**config.mk**
```make
export PLATFORM = sky130hd
export DESIGN_NAME = sp_ram_arbiter
export DESIGN_NICKNAME = d
export VERILOG_FILES = /design/src/rtl/sp_ram_arbiter.sv
export SDC_FILE = /design/constraint.sdc
export NUM_CORES = 1
export LEC_CHECK = 0
export CORE_AREA = 4 4 90 92
export CTS_BUF_LIST = sky130_fd_sc_hd__clkbuf_16
export DETAILED_ROUTE_END_ITERATION = 7
export DIE_AREA = 0 0 94 96
export HOLD_SLACK_MARGIN = 0.06
export PLACE_DENSITY = 0.74
export SETUP_SLACK_MARGIN = 0.3
export SYNTH_ARGS = -nofsm -noshare
export SYNTH_HDL_FRONTEND = slang
export SYNTH_SLANG_ARGS = --single-unit
```
**constraint.sdc**
```tcl
create_clock -name clk -period 1.5 [get_ports clk]
set_input_delay 0.3 -clock clk [delete_from_list [all_inputs] [get_ports clk]]
set_output_delay 0.3 -clock clk [all_outputs]
set_load 0.01 [all_outputs]
```
**src/rtl/sp_ram_arbiter.sv**
```systemverilog
// rtl/sp_ram_arbiter.sv - two-requester round-robin arbiter in front of a single-port RAM
//
// Purpose: lets two requesters share one single-port RAM at one access per
// cycle. Grants are combinational from the requests and a 1-bit priority
// register. Each grant produces a completion pulse (mK_rvalid) one cycle later,
// and read data is steered back to the requester that issued the read.
//
// Ports:
//   clk, rst_i                          clock, synchronous active-high reset
//   mK_req/we/addr/wdata/be   (K=0,1)   requester K access request and fields
//   mK_gnt                              requester K access issued this cycle
//   mK_rvalid, mK_rdata                 requester K completion and read data
//   ram_en/we/addr/wdata/be             single-port RAM command
//   ram_rdata                           RAM read data, valid the cycle after ram_en
module sp_ram_arbiter #(
  parameter int ADDR_WIDTH = 8,
  parameter int DATA_WIDTH = 32
) (
  input  logic                    clk,
  input  logic                    rst_i,
  input  logic                    m0_req,
  input  logic                    m0_we,
  input  logic [ADDR_WIDTH-1:0]   m0_addr,
  input  logic [DATA_WIDTH-1:0]   m0_wdata,
  input  logic [DATA_WIDTH/8-1:0] m0_be,
  output logic                    m0_gnt,
  output logic                    m0_rvalid,
  output logic [DATA_WIDTH-1:0]   m0_rdata,
  input  logic                    m1_req,
  input  logic                    m1_we,
  input  logic [ADDR_WIDTH-1:0]   m1_addr,
  input  logic [DATA_WIDTH-1:0]   m1_wdata,
  input  logic [DATA_WIDTH/8-1:0] m1_be,
  output logic                    m1_gnt,
  output logic                    m1_rvalid,
  output logic [DATA_WIDTH-1:0]   m1_rdata,
  output logic                    ram_en,
  output logic                    ram_we,
  output logic [ADDR_WIDTH-1:0]   ram_addr,
  output logic [DATA_WIDTH-1:0]   ram_wdata,
  output logic [DATA_WIDTH/8-1:0] ram_be,
  input  logic [DATA_WIDTH-1:0]   ram_rdata
);

  logic prio_q, prio_d;
  logic rvalid0_q, rvalid1_q;
  logic rd0_q, rd1_q;

  // Grant and RAM command mux. Reset masks grants so nothing reaches the RAM.
  always_comb begin
    m0_gnt    = 1'b0;
    m1_gnt    = 1'b0;
    ram_en    = 1'b0;
    ram_we    = 1'b0;
    ram_addr  = '0;
    ram_wdata = '0;
    ram_be    = '0;
    prio_d    = prio_q;
    if (!rst_i) begin
      // m0 wins when alone, or when both request and prio points at it.
      if (m0_req && (!m1_req || !prio_q)) begin
        m0_gnt = 1'b1;
      end else if (m1_req) begin
        m1_gnt = 1'b1;
      end
    end
    if (m0_gnt) begin
      ram_en    = 1'b1;
      ram_we    = m0_we;
      ram_addr  = m0_addr;
      ram_wdata = m0_wdata;
      ram_be    = m0_be;
      prio_d    = 1'b1;
    end else if (m1_gnt) begin
      ram_en    = 1'b1;
      ram_we    = m1_we;
      ram_addr  = m1_addr;
      ram_wdata = m1_wdata;
      ram_be    = m1_be;
      prio_d    = 1'b0;
    end
  end

  always_ff @(posedge clk) begin
    if (rst_i) begin
      prio_q    <= 1'b0;
      rvalid0_q <= 1'b0;
      rvalid1_q <= 1'b0;
      rd0_q     <= 1'b0;
      rd1_q     <= 1'b0;
    end else begin
      prio_q    <= prio_d;
      rvalid0_q <= m0_gnt;
      rvalid1_q <= m1_gnt;
      // Read flag qualifies rdata so write completions return zero.
      rd0_q     <= m0_gnt & ~m0_we;
      rd1_q     <= m1_gnt & ~m1_we;
    end
  end

  // Completions are masked during reset, which also drops an access granted
  // the cycle before reset was raised.
  always_comb begin
    m0_rvalid = rvalid0_q & ~rst_i;
    m1_rvalid = rvalid1_q & ~rst_i;
    m0_rdata  = (m0_rvalid && rd0_q) ? ram_rdata : '0;
    m1_rdata  = (m1_rvalid && rd1_q) ? ram_rdata : '0;
  end

endmodule

```
# Word level (Yosys, flattened, before mapping)
# Cells that the tools add are included.
# op_classes
n_mux,19
bitwise,7
n_reduce_logical,7
# op_table
cell,count
$mux 32,4
$mux 8,2
$mux 1,11
$mux 4,2
$and 1x1->1,4
$logic_and 1x1->1,3
$not 1->1,3
$logic_not 1->1,2
$reduce_bool 2->1,1
$logic_or 1x1->1,1
# word_totals
regBits,5
inputBits,126
elab_cells,38

# Logic depth before layout (Yosys ltp)
# depth
depth_word,7
mapped_depth,5

# Worst setup path before layout
# OpenSTA, ideal clock, no wires.
# synth_path
kind,register -> output
start,register prio_q
end,output port ram_addr[0]
arrival_ns,1.023
required_time_ns,1.200
path_slack_ns,0.177
path_stages_with_launch,6
path_buffers,2
path_cell_list,dfxtp_1 > nand2b_1 > buf_6 > buf_6 > a32oi_1 > nor2_1
# synth_between
elab_chain_len,7
elab_cells_between_ends,9
cone_classes,mux (6); reduce/logical (3)
# synth_lines
element,line_no,text
from (decl),45,"logic prio_q, prio_d;"
from (signal assigned),92,prio_q <= prio_d;
$logic_not 1->1 *,61,if (m0_req && (!m1_req || !prio_q)) begin
$logic_or 1x1->1 *,61,
$logic_and 1x1->1 *,61,
$mux 1,61,
$mux 1,59,if (!rst_i) begin
$mux 8,74,end else if (m1_gnt) begin
$mux 8 *,67,if (m0_gnt) begin
to (decl),39,"output logic [ADDR_WIDTH-1:0] ram_addr,"
# Every way passes the cells marked *; elsewhere a longest branch is shown, timed or not.

# Final worst setup path
# layout_path
start,register prio_q
end,output port ram_be[0]
# layout_between
elab_chain_len,7
elab_cells_between_ends,9
cone_classes,mux (6); reduce/logical (3)
# layout_lines
element,line_no,text
$logic_not 1->1 *,61,
$logic_or 1x1->1 *,61,
$logic_and 1x1->1 *,61,
$mux 1,61,
$mux 1,59,
$mux 4,74,
$mux 4 *,67,
to (decl),41,"output logic [DATA_WIDTH/8-1:0] ram_be,"
# Marks and branches as above.

==> out/results.tsv <==
stage	metric	value	unit
status	status	finished with violations	
status	failing checks	setup timing	
clock_tree	Clk pin slew, worst setup/hold paths	30	ps
place	GPL Wtd Cong	0.738	
floorplan	Starting Density	0.193	
timing	worst slew pin tran	285	ps
detailed_routing	WL met1	4310	um
logic_synthesis	largest family of logic cells by synthesized area	simple AND/OR/NAND/NOR gates	
layout	fraction of layout cells with a size suffix above 1	0.575	
worst_setup_path	crit-path max FO	5	
place	hpwl dp	7420	um
global_route	total gr overflow	0	
timing	hold_ws	433	ps
global_route	vias in the first global route	2989	
detailed_routing	via count	2940	
logic_synthesis	Netlist cell types	19	
logic_synthesis	synthesized cell area	0.00139	mm2
global_route	GRT Util Overall	0.227	
floorplan	Horiz. Die Dim	94	um
logic_synthesis	syn_nets	333	
layout	Area Growth Syn to Fin	266	%
floorplan	num ports	240	
clock_tree	Worst-Skew Late Latency	230	ps
power	Power Dens Cells	336	mW/mm2
detailed_routing	final WL	12600	um
layout	Final nets	614	
logic_synthesis	post-synthesis mux area share	0	
clock_tree	Inserted Clock Buffers	3	
min_path	min-delay worst type	primary input to register	
logic_synthesis	Seq cells post-synth	5	
detailed_routing	WL met2	6730	um
timing	Setup Skew	1.69	ps
detailed_routing	TritonRoute pass-1 iters	5	
detailed_routing	number of routed nets with antenna violations	0	
global_route	initial antenna violation count	0	
power	total power	1.71	mW
layout	commonest non-fill, non-tap cell in the layout	clkdlybuf4s50_1	
floorplan	Std-Cell Core Area	0.00721	mm2
floorplan	number of rows created at floorplan	31	
timing	RSZ-0062 raised after global routing	true	
power	Peak VDD IR	0.271	mV
timing	PnR worst setup slack	-303	ps
worst_setup_path	Worst Path Required	1200	ps
logic_synthesis	complex-gate fraction of the synthesized area	0.301	
detailed_routing	drt wl/cell	21.4	um
detailed_routing	initial DRC count	69	
timing	Max-slew headroom	0.810	
logic_synthesis	Simple-Gate Fraction of Synth Area	0.469	
timing	fin. max-slew vios	0	
timing	# setup viols final	111	
run	Max Cap Violations	0	
clock_tree	CTS tree	built	
detailed_routing	WL met3	1170	um
detailed_routing	Max Used Layer	met4	
global_route	largest net degree at the start of global routing	33	
timing	Hold Vio Cnt, Final	0	
timing	Max Clk Rate	555	MHz
timing	period utilisation layout	1.20	
logic_synthesis	Post-Synthesis Cells	207	
timing	crit path time final	1800	ps
detailed_routing	Vias/cell	5.01	
global_route	first-pass GRT wire length	15800	um
layout	most frequent cells in the layout	clkdlybuf4s50_1, buf_6, nor2_1, buf_2, and3_4	
logic_synthesis	adder-cell area share of the yosys netlist	0	
logic_synthesis	average size of a mapped cell	6.71	um2
power	static leakage	2.26	nW
floorplan	Die Y	96	um
floorplan	total die area	0.00902	mm2
clock_tree	htree depth	1	
detailed_routing	detailed-route DRC error count	0	
clock_tree	total clock sinks	5	
worst_setup_path	CP Capture Type	output pin	
logic_synthesis	XOR/XNOR Fraction of Synth Area	0	
clock_tree	CTS Buffer Depth	2	
logic_synthesis	sequential fraction of the synthesis area	0.0721	
worst_setup_path	crit start category	register	
worst_setup_path	crit path DAT	1500	ps
clock_tree	clock root buffer	clkbuf_16	
logic_synthesis	YS warnings	0	
worst_setup_path	critical path type	register to output pin	
place	I/O Buffers	239	
state kept, by name (all words and copies together), names as in the netlist:
register   cells
prio_q         1
rd0_q          1
rd1_q          1
rvalid0_q      1
rvalid1_q      1
cell usage after synthesis:
| cell type | count | area share |
|---|---|---|
| nand2_1 | 3 | 0.0081 |
| dfxtp_1 | 5 | 0.072 |
| nor3b_1 | 1 | 0.0054 |
| buf_2 | 2 | 0.0072 |
| nor2b_1 | 2 | 0.0090 |
| nor3_2 | 1 | 0.0072 |
| clkbuf_8 | 1 | 0.0099 |
| nand2_2 | 1 | 0.0045 |
| buf_6 | 13 | 0.11 |
| a32oi_1 | 45 | 0.28 |
| a21boi_4 | 1 | 0.014 |
| nor2_1 | 53 | 0.14 |
| buf_1 | 1 | 0.0027 |
| nand2b_1 | 1 | 0.0045 |
| and3_1 | 32 | 0.14 |
| and2_1 | 31 | 0.14 |
| nor3_1 | 1 | 0.0036 |
| o21ai_0 | 1 | 0.0036 |
| clkbuf_1 | 12 | 0.032 |
worst max-delay path, cell delays in order, from the launching register on:
cell and delay [ps]:
dfxtp_4 340, a21boi_4 150, buf_6 120, buf_6 90, buf_12 120, clkbuf_16 150
a32oi_1 50, nor2_1 110, buf_2 130
where the power goes:
group,switching [mW],total [mW],internal [mW]
combinational,0.443,1.13,0.684
sequential,0.00687,0.149,0.142
clock,0.0852,0.430,0.345
metrics by stage:
| stage | instances | cell area, um2 | worst slack, ps | utilization | TNS (ps) |
|---|---|---|---|---|---|
| 2_1_floorplan | 207 | 1410 | 209 | - | 0 |
| 3_3_place_gp | 533 | 3900 | -834 | 0.540 | -50630 |
| 3_5_place_dp | 533 | 3900 | -850 | 0.540 | -52520 |
| 4_1_cts | 578 | 4600 | -301 | 0.638 | -18660 |
| 5_1_grt | 586 | 5080 | -363 | 0.705 | -24910 |
| 6_report | 587 | 5090 | -303 | 0.705 | -20160 |
area by class of cell:
cell class              count  area (um2)
multi-input cells         173        1480
clock buffers               3        75.1
repair buffers            305        3290
flip-flops and latches      5         108
fillers                   538        2130
diodes                      1        2.50
well taps                  99         124
clock inverters             1        3.75
repair_timing:
item                       in CTS  in global routing
setup endpoints to repair     116                114
gates resized for setup       572                 93
gates cloned                   13                  3
setup buffers                  28                  5
pin swaps                      44                 24
hold buffers                    0                  0
final timing paths:
kind / startpoint / endpoint / slack, ps / depth (start not counted)
worst min register to register: prio_q / prio_q / 670 / 3
worst min-delay path: m0_req / prio_q / 430 / 4
worst max register to register: prio_q / rvalid1_q / 310 / 6
worst max-delay path: prio_q / ram_be[0] / -300 / 8
cell families after synthesis:
kind of cell           after synthesis
AO/OA/AOI/OAI                       47
buffers and inverters               29
flip-flops                           5
AND/OR/NAND/NOR                    126
routing by layer:
metal / track usage / vias to the layer above
li1: - / 1349
met5: 0 / -
met2: 0.449 / 202
met3: 0.0477 / 32
met4: 0.0794 / 0
met1: 0.234 / 1357
Power figures use the tool's default switching activity.
